### src/rtl/spi_tx_sequencer_if.sv
// Byte-queue write port and SPI-master handshake bundle for spi_tx_sequencer.
interface spi_tx_sequencer_if #(
  parameter int unsigned DEPTH = 8
);
  localparam int unsigned LW = $clog2(DEPTH) + 1;

  logic [7:0]    wr_data;
  logic          wr_valid;
  logic          wr_ready;
  logic          flush;
  logic [7:0]    tx_data_reg;
  logic          start_transfer;
  logic          done;
  logic [LW-1:0] level;
  logic          busy;

  // Producer / SPI-master side
  modport master (
    output wr_data, wr_valid, flush, done,
    input  wr_ready, tx_data_reg, start_transfer, level, busy
  );

  // Sequencer side
  modport slave (
    input  wr_data, wr_valid, flush, done,
    output wr_ready, tx_data_reg, start_transfer, level, busy
  );
endinterface

### src/rtl/spi_tx_sequencer.sv
// Byte queue that feeds an SPI master one byte at a time with a fixed idle gap.
module spi_tx_sequencer #(
  parameter int unsigned DEPTH      = 8,
  parameter int unsigned GAP_CYCLES = 2
) (
  input logic               clk,
  input logic               rst_n,
  spi_tx_sequencer_if.slave bus
);

  localparam int unsigned AW = $clog2(DEPTH);
  localparam int unsigned LW = AW + 1;
  localparam int unsigned CW = $clog2(GAP_CYCLES + 2);

  typedef enum logic [1:0] {IDLE, START, WAIT, GAP} state_t;

  state_t        r_state;
  state_t        w_state_nxt;
  logic [7:0]    r_mem [DEPTH];
  logic [AW-1:0] r_wr_ptr;
  logic [AW-1:0] r_rd_ptr;
  logic [LW-1:0] r_level;
  logic [LW-1:0] w_level_nxt;
  logic [CW-1:0] r_gap_cnt;
  logic [CW-1:0] w_gap_cnt_nxt;
  logic [7:0]    r_tx_data;
  logic          r_start;
  logic          r_busy;
  logic          r_wr_ready;
  logic          w_wr_en;
  logic          w_pop;

  // Flush wins over a coincident write
  assign w_wr_en = bus.wr_valid && r_wr_ready && !bus.flush;

  // State and gap-counter register
  always_ff @(posedge clk or negedge rst_n) begin
    if (!rst_n) begin
      r_state   <= IDLE;
      r_gap_cnt <= '0;
    end else begin
      r_state   <= w_state_nxt;
      r_gap_cnt <= w_gap_cnt_nxt;
    end
  end

  // Next-state logic; done only matters while waiting on the SPI master
  always_comb begin
    w_state_nxt   = r_state;
    w_gap_cnt_nxt = r_gap_cnt;
    w_pop         = 1'b0;
    case (r_state)
      IDLE: begin
        if (r_level != '0) begin
          w_pop       = 1'b1;
          w_state_nxt = START;
        end
      end
      START: begin
        w_state_nxt = WAIT;
      end
      WAIT: begin
        if (bus.done) begin
          if (GAP_CYCLES > 0) begin
            w_state_nxt   = GAP;
            w_gap_cnt_nxt = CW'(GAP_CYCLES);
          end else begin
            w_state_nxt = IDLE;
          end
        end
      end
      GAP: begin
        if (r_gap_cnt <= CW'(1)) begin
          w_state_nxt   = IDLE;
          w_gap_cnt_nxt = '0;
        end else begin
          w_gap_cnt_nxt = r_gap_cnt - CW'(1);
        end
      end
      default: begin
        w_state_nxt = IDLE;
      end
    endcase
  end

  // Occupancy after this edge; a pop that coincides with flush still happens
  always_comb begin
    w_level_nxt = r_level;
    if (bus.flush) begin
      w_level_nxt = '0;
    end else if (w_wr_en && !w_pop) begin
      w_level_nxt = r_level + LW'(1);
    end else if (!w_wr_en && w_pop) begin
      w_level_nxt = r_level - LW'(1);
    end
  end

  // Queue pointers and level; flush snaps the read pointer to the tail
  always_ff @(posedge clk or negedge rst_n) begin
    if (!rst_n) begin
      r_wr_ptr <= '0;
      r_rd_ptr <= '0;
      r_level  <= '0;
    end else begin
      r_level <= w_level_nxt;
      if (w_wr_en) begin
        r_wr_ptr <= r_wr_ptr + AW'(1);
      end
      if (bus.flush) begin
        r_rd_ptr <= r_wr_ptr;
      end else if (w_pop) begin
        r_rd_ptr <= r_rd_ptr + AW'(1);
      end
    end
  end

  // Byte storage
  always_ff @(posedge clk) begin
    if (w_wr_en) begin
      r_mem[r_wr_ptr] <= bus.wr_data;
    end
  end

  // Registered outputs, computed from the post-edge state so they line up with it
  always_ff @(posedge clk or negedge rst_n) begin
    if (!rst_n) begin
      r_tx_data  <= 8'h00;
      r_start    <= 1'b0;
      r_busy     <= 1'b0;
      r_wr_ready <= 1'b1;
    end else begin
      if (w_pop) begin
        r_tx_data <= r_mem[r_rd_ptr];
      end
      r_start    <= (w_state_nxt == START);
      r_busy     <= (w_state_nxt != IDLE) || (w_level_nxt != '0);
      r_wr_ready <= (w_level_nxt != LW'(DEPTH));
    end
  end

  assign bus.wr_ready       = r_wr_ready;
  assign bus.tx_data_reg    = r_tx_data;
  assign bus.start_transfer = r_start;
  assign bus.level          = r_level;
  assign bus.busy           = r_busy;

endmodule

### src/flat_wrapper.sv
// flat-port wrapper written by rule: the top's interface ports become plain ports
module spi_tx_sequencer_flat 
#(
  parameter int unsigned DEPTH      = 8,
  parameter int unsigned GAP_CYCLES = 2
)
  (clk, rst_n, bus_wr_data, bus_wr_valid, bus_flush, bus_done, bus_wr_ready, bus_tx_data_reg, bus_start_transfer, bus_level, bus_busy);
  spi_tx_sequencer_if #(.DEPTH(DEPTH)) bus_i ();
  input logic clk;
  input logic rst_n;
  input wire logic [$bits(bus_i.wr_data)-1:0] bus_wr_data;
  input wire logic [$bits(bus_i.wr_valid)-1:0] bus_wr_valid;
  input wire logic [$bits(bus_i.flush)-1:0] bus_flush;
  input wire logic [$bits(bus_i.done)-1:0] bus_done;
  output wire logic [$bits(bus_i.wr_ready)-1:0] bus_wr_ready;
  output wire logic [$bits(bus_i.tx_data_reg)-1:0] bus_tx_data_reg;
  output wire logic [$bits(bus_i.start_transfer)-1:0] bus_start_transfer;
  output wire logic [$bits(bus_i.level)-1:0] bus_level;
  output wire logic [$bits(bus_i.busy)-1:0] bus_busy;
  assign bus_i.wr_data = bus_wr_data;
  assign bus_i.wr_valid = bus_wr_valid;
  assign bus_i.flush = bus_flush;
  assign bus_i.done = bus_done;
  assign bus_wr_ready = bus_i.wr_ready;
  assign bus_tx_data_reg = bus_i.tx_data_reg;
  assign bus_start_transfer = bus_i.start_transfer;
  assign bus_level = bus_i.level;
  assign bus_busy = bus_i.busy;
  spi_tx_sequencer #(.DEPTH(DEPTH), .GAP_CYCLES(GAP_CYCLES)) u_core (.clk(clk), .rst_n(rst_n), .bus(bus_i));
endmodule
### config.mk
export PLATFORM = sky130hd
export DESIGN_NAME = spi_tx_sequencer_flat
export DESIGN_NICKNAME = d
export VERILOG_FILES = /design/src/rtl/spi_tx_sequencer_if.sv /design/src/rtl/spi_tx_sequencer.sv /design/src/flat_wrapper.sv
export SDC_FILE = /design/constraint.sdc
export NUM_CORES = 1
export LEC_CHECK = 0
export ABC_AREA = 1
export CORE_MARGIN = 4
export CORE_UTILIZATION = 58
export DETAILED_ROUTE_END_ITERATION = 10
export GPL_ROUTABILITY_DRIVEN = 1
export GPL_TIMING_DRIVEN = 0
export PLACE_DENSITY = 0.79
export SETUP_SLACK_MARGIN = 0.3
export SLEW_MARGIN = 5
export SYNTH_ARGS = -nofsm -noshare
export SYNTH_HDL_FRONTEND = slang
export SYNTH_SLANG_ARGS = --single-unit
export TNS_END_PERCENT = 10
### constraint.sdc
create_clock -name clk -period 2.3 [get_ports clk]
set_input_delay 0.23 -clock clk [delete_from_list [all_inputs] [get_ports clk]]
set_output_delay 0.23 -clock clk [all_outputs]
set_load 0.05 [all_outputs]
======== After elaboration in Yosys (flattened, before gate mapping) ========
Memories as Yosys holds them, arrays and structs flattened. A register that Yosys moved wholly into a read port is not among the register bits.
Cells that the tools add are included.
Widths: inputs -> output; s select.
storage, ports and cells
  bits in registers ....................... 17
  memory bits (writable) .................. 64
  input bits .............................. 13
  output and inout bits ................... 15
  word-level logic and storage cells ...... 53
  memories kept ........................... 1
memories
  name          words  width  rd ports  clocked after memory_dff  write ports  line                    text
  u_core.r_mem  8      8      1         1                         1            spi_tx_sequencer.sv:19  logic [7:0] r_mem [DEPTH];
operators by class
  add/subtract/negate cells ............... 5
  magnitude comparators ................... 1
  eq/ne operators ......................... 6
  muxes and demuxes ....................... 16
  reductions and logical operators ........ 16
operator list
  operator             number
  $mux 4               3
  $mux 2               5
  $pmux 2 s4           1
  $reduce_bool 4->1    2
  $add 3x1->3 const B  2
  $mux 3               2
  $reduce_bool 2->1    3
  $add 4x1->4 const B  1
  $eq 2x1->1 const B   2
  $eq 2x2->1 const B   2
  $logic_and 1x1->1    4
  $logic_not 1->1      4
  $mux 1               4
  $ne 4x4->1 const B   1
  $pmux 2 s2           1
  $sub 4x1->4 const B  1
  $le 2x1->1 const B   1
  $logic_not 2->1      1
  $ne 2x2->1 const B   1
  $reduce_and 2->1     1
  $sub 2x1->2 const B  1
  $logic_or 1x1->1     1

======== Longest topological paths before layout ========
  depth after elaboration ................. 9
  depth in mapped cells ................... 12
  depth with buffers taken out ............ 12

======== Least setup slack after synthesis ========
Ideal clock, no wire load.
  path kind ............................... flip-flop to flip-flop
  from .................................... register u_core.r_wr_ready, in the netlist u_core.bus.wr_ready
  to ...................................... memory u_core.r_mem[0][0], enable pin
  setup time .............................. 370 ps
  arrival ................................. 1560 ps
  required time ........................... 1930 ps
  setup slack ............................. 370 ps
  cell stages (with the launch flop) ...... 4
  buffers on the path ..................... 0
  clock period less this slack ............ 1930 ps
  cells stage by stage .................... dfstp_2 -> nand3_4 -> or2_2 -> nor2_1
on the way
  cells in the longest elaborated chain, start to end .. 4
ends and longest elaborated chain
  what                             line                     text
  start, declared                  spi_tx_sequencer.sv:29   logic r_wr_ready;
  start signal, assigned           spi_tx_sequencer.sv:137  r_wr_ready <= (w_level_nxt != LW'(DEPTH));
  $logic_and 1x1->1 (2 in series)  spi_tx_sequencer.sv:34   assign w_wr_en = bus.wr_valid && r_wr_ready && !bus.flush;
  $mux 1                           spi_tx_sequencer.sv:119  if (w_wr_en) begin
  $mux 1 (implied by the code)     spi_tx_sequencer.sv:120  r_mem[r_wr_ptr] <= bus.wr_data;
  end, declared                    spi_tx_sequencer.sv:19
No other way between the ends.

======== Worst setup path after layout ========
  from .................................... input port bus_flush
  to ...................................... memory u_core.r_mem[4][0], enable pin
on the way
  cells in the longest elaborated chain, start to end .. 4
ends and longest elaborated chain
  what                          line                     text
  start, declared               flat_wrapper.sv:13       input wire logic [$bits(bus_i.flush)-1:0] bus_flush;
  $logic_not 1->1               spi_tx_sequencer.sv:34
  $logic_and 1x1->1             spi_tx_sequencer.sv:34
  $mux 1                        spi_tx_sequencer.sv:119
  $mux 1 (implied by the code)  spi_tx_sequencer.sv:120
No other way between the ends.

==> impl_metrics.yaml <==
timing:
  fmax_ghz: 0.477
  hold_viol_final: 0
  maxSlewViolCount: 0
  fin_skew_ns: 0.00550
  finalSetupViolCount: 0
  finalCritPeriodShare: 0.912
  rsz0062_at_grt: "yes"
  layout_setup_ws_ns: 0.203
  period_needed_ns: 2.10
  worstMarginPinSlew_ns: 0.784
  max_slew_margin: 0.476
yosys:
  yosysUniqueCellTypes: 35
  yosysWarningCount: 0
  synthFlopType: "edfxtp_1"
  syn_inst: 331
  synth_edf_count: 64
  ys_seq_area_frac: 0.677
  syn-num-nets: 349
  synthArstFlopShare: 0.281
  syn_area_um2: 3760
  ys_ff_latch: 89
  avgSynthCellArea_um2: 11.4
critical_path:
  critPathLaunchType: "primary input"
  crit_required_ns: 2.30
  critPathKind: "in2reg"
  end_kind: "register"
  reg2regPathDepth: 3
  r2r-start: "u_core.bus.wr_ready"
  r2r-end: "u_core.r_mem[4][0]"
  cp_max_fo: 8
  r2r_slack_ns: 0.29
  cp_data_arrival_time_ns: 2.09
final_layout:
  final_cell_mix: "64 x edfxtp_1, 58 x nor2_1, 48 x o21ai_0, 44 x nand2_1, 26 x clkdlybuf4s50_1"
  drive_gt1_frac: 0.0987
  multi_input_area_um2: 1070
  layout.cells.most_common: "edfxtp_1"
  antenna-diode-count: 0
  largest_reg_flops: 64
  n_fill_cell: 465
  fin_nets: 388
  regArea_um2: 2550
  area_growth_pct: 14.7
  fin_util: 0.684
detailed_routing:
  drc_errors: 0
  wl_mm: 8.25
  drtPass1Iterations: 5
  vias: 2616
  ant_nets: 0
  drt-wirelength-per-cell_um: 18.3
  drt-initial-drc-count: 295
  vias_per_cell: 5.79
grt:
  gr-usage-met2: 0.397
  grt_pass1_vias: 2573
  met3_usage: 0.0512
  overflow: 0
  grt_max_degree: 26
  busiest_layer: "met2"
  grt_use_total: 0.233
  antenna_found_initial: 0
  use_met1: 0.293
  grt_pass1_wl_mm: 13.0
placement:
  numPortBuffers: 27
  dp_slack_ns: -0.210
  gp_congestion: 0.805
  dp_hpwl_mm: 5.32
power:
  p_leak_nw: 1.63
  ir_drop_uv: 925
  total_power_w: 0.00519
  powerDensity_nw_per_um2: 1200
clock_network:
  cts_buffers: 9
  clockBufferDepth: 2
  cts-root-buf: "clkbuf_8"
  cts_tree: "done"
  cts.sinks: 89
  cts_setup_buffers: 0
  htreeDepth: 3
  clk_latency_ns: 0.36
  clk_pin_slew_worst_paths_ns: 0.09
die:
  start_util: 0.596
  core_area_um2: 6310
  dieArea_um2: 7840
  die_x_um: 88.6
  die_h_um: 88.6
  fp-row-count: 29
  num_io_pins: 28
status:
  status: "finished clean"
min_path:
  hold_class: "in2async"
flow_run:
  drv_cap: 0
==> worst max-delay path, cell delays in order <==
cell and delay [ns]:
clkdlybuf4s50_1 0.54, inv_2 0.21, nand3_4 0.14, or2_2 0.36, nor2_1 0.61
==> power by group <==
part | leakage (nW) | internal [W] | total, W | switching, W
clock network | 0.0850 | 0.000408 | 0.000983 | 0.000576
registers | 0.883 | 0.00199 | 0.00217 | 0.000184
logic | 0.657 | 0.000637 | 0.00203 | 0.00140
total | 1.63 | 0.00303 | 0.00519 | 0.00216
==> synthesized netlist by cell type, types with 2 or more instances <==
| master | n | share of area |
|---|---|---|
| nand2_4 | 2 | 0.0060 |
| buf_2 | 2 | 0.0027 |
| inv_2 | 2 | 0.0020 |
| ha_1 | 5 | 0.017 |
| dfrtp_1 | 24 | 0.16 |
| o21ai_1 | 6 | 0.0080 |
| nor2_1 | 59 | 0.059 |
| edfxtp_1 | 64 | 0.51 |
| clkbuf_1 | 7 | 0.0070 |
| inv_1 | 17 | 0.017 |
| nand2_1 | 44 | 0.044 |
| nand3_1 | 9 | 0.012 |
| a21oi_1 | 2 | 0.0027 |
| nor2_4 | 3 | 0.0090 |
| o22ai_1 | 16 | 0.027 |
| nand4_1 | 2 | 0.0033 |
| buf_6 | 2 | 0.0060 |
| o21ai_0 | 48 | 0.064 |
==> kinds of logic (layout without fill, tap and decap cells) <==
family | after synthesis | in the layout | share of synthesized area
DFF | 89 | 89 | 0.677
AOI/OAI and AO/OA | 75 | 75 | 0.109
xor gates and xnor gates | 2 | 2 | 0.00466
adders and majority gates | 5 | 5 | 0.0166
buffers and inverters | 33 | 77 | 0.0389
and+or+nand+nor | 127 | 127 | 0.154
==> layer usage <==
layer	vias up	share of wire
li1	1230	-
met1	1242	0.39
met2	125	0.52
met3	19	0.071
met4	0	0.021
met5	-	0
==> worst max-delay path by stage <==
stage / from / to / slack (ns) / depth (start not counted)
5_1_grt: bus_flush / u_core.r_mem[2][4] / 0.12 / 5
2_1_floorplan: u_core.bus.wr_ready / u_core.r_mem[0][0] / 0.37 / 3
3_5_place_dp: bus_flush / u_core.r_mem[0][2] / -0.21 / 5
3_3_place_gp: bus_flush / u_core.r_mem[0][6] / -0.21 / 5
4_1_cts: bus_flush / u_core.r_mem[4][0] / 0.21 / 5
6_report: bus_flush / u_core.r_mem[4][0] / 0.20 / 5
==> area by class of cell <==
| type | instances | area share |
|---|---|---|
| clock inverters | 6 | 0.0122 |
| multi-input cells | 209 | 0.248 |
| flip-flops and latches | 89 | 0.590 |
| well taps | 77 | 0.0223 |
| clock buffers | 10 | 0.0296 |
| repair buffers | 28 | 0.0637 |
| inverters | 21 | 0.0194 |
| plain buffers | 12 | 0.0145 |
==> stage by stage <==
step | cells | setup TNS (ns) | area, um^2 | hold WS [ns]
global route | 452 | 0 | 4320 | 0.456
floorplan | 331 | 0 | 3760 | -0.0656
CTS | 451 | 0 | 4310 | 0.516
detailed placement | 435 | -7.51 | 4130 | 0.478
finish | 452 | 0 | 4320 | 0.403
global placement | 435 | -4.70 | 4130 | 0.480
==> repair_timing <==
| action | CTS | global route |
|---|---|---|
| endpoints found under the setup margin | 32 | 56 |
| hold buffers | 0 | 1 |
| resized for setup | 1 | 0 |
| hold endpoints to repair | 0 | 24 |
Note: power is estimated with default switching activity, not from simulation.
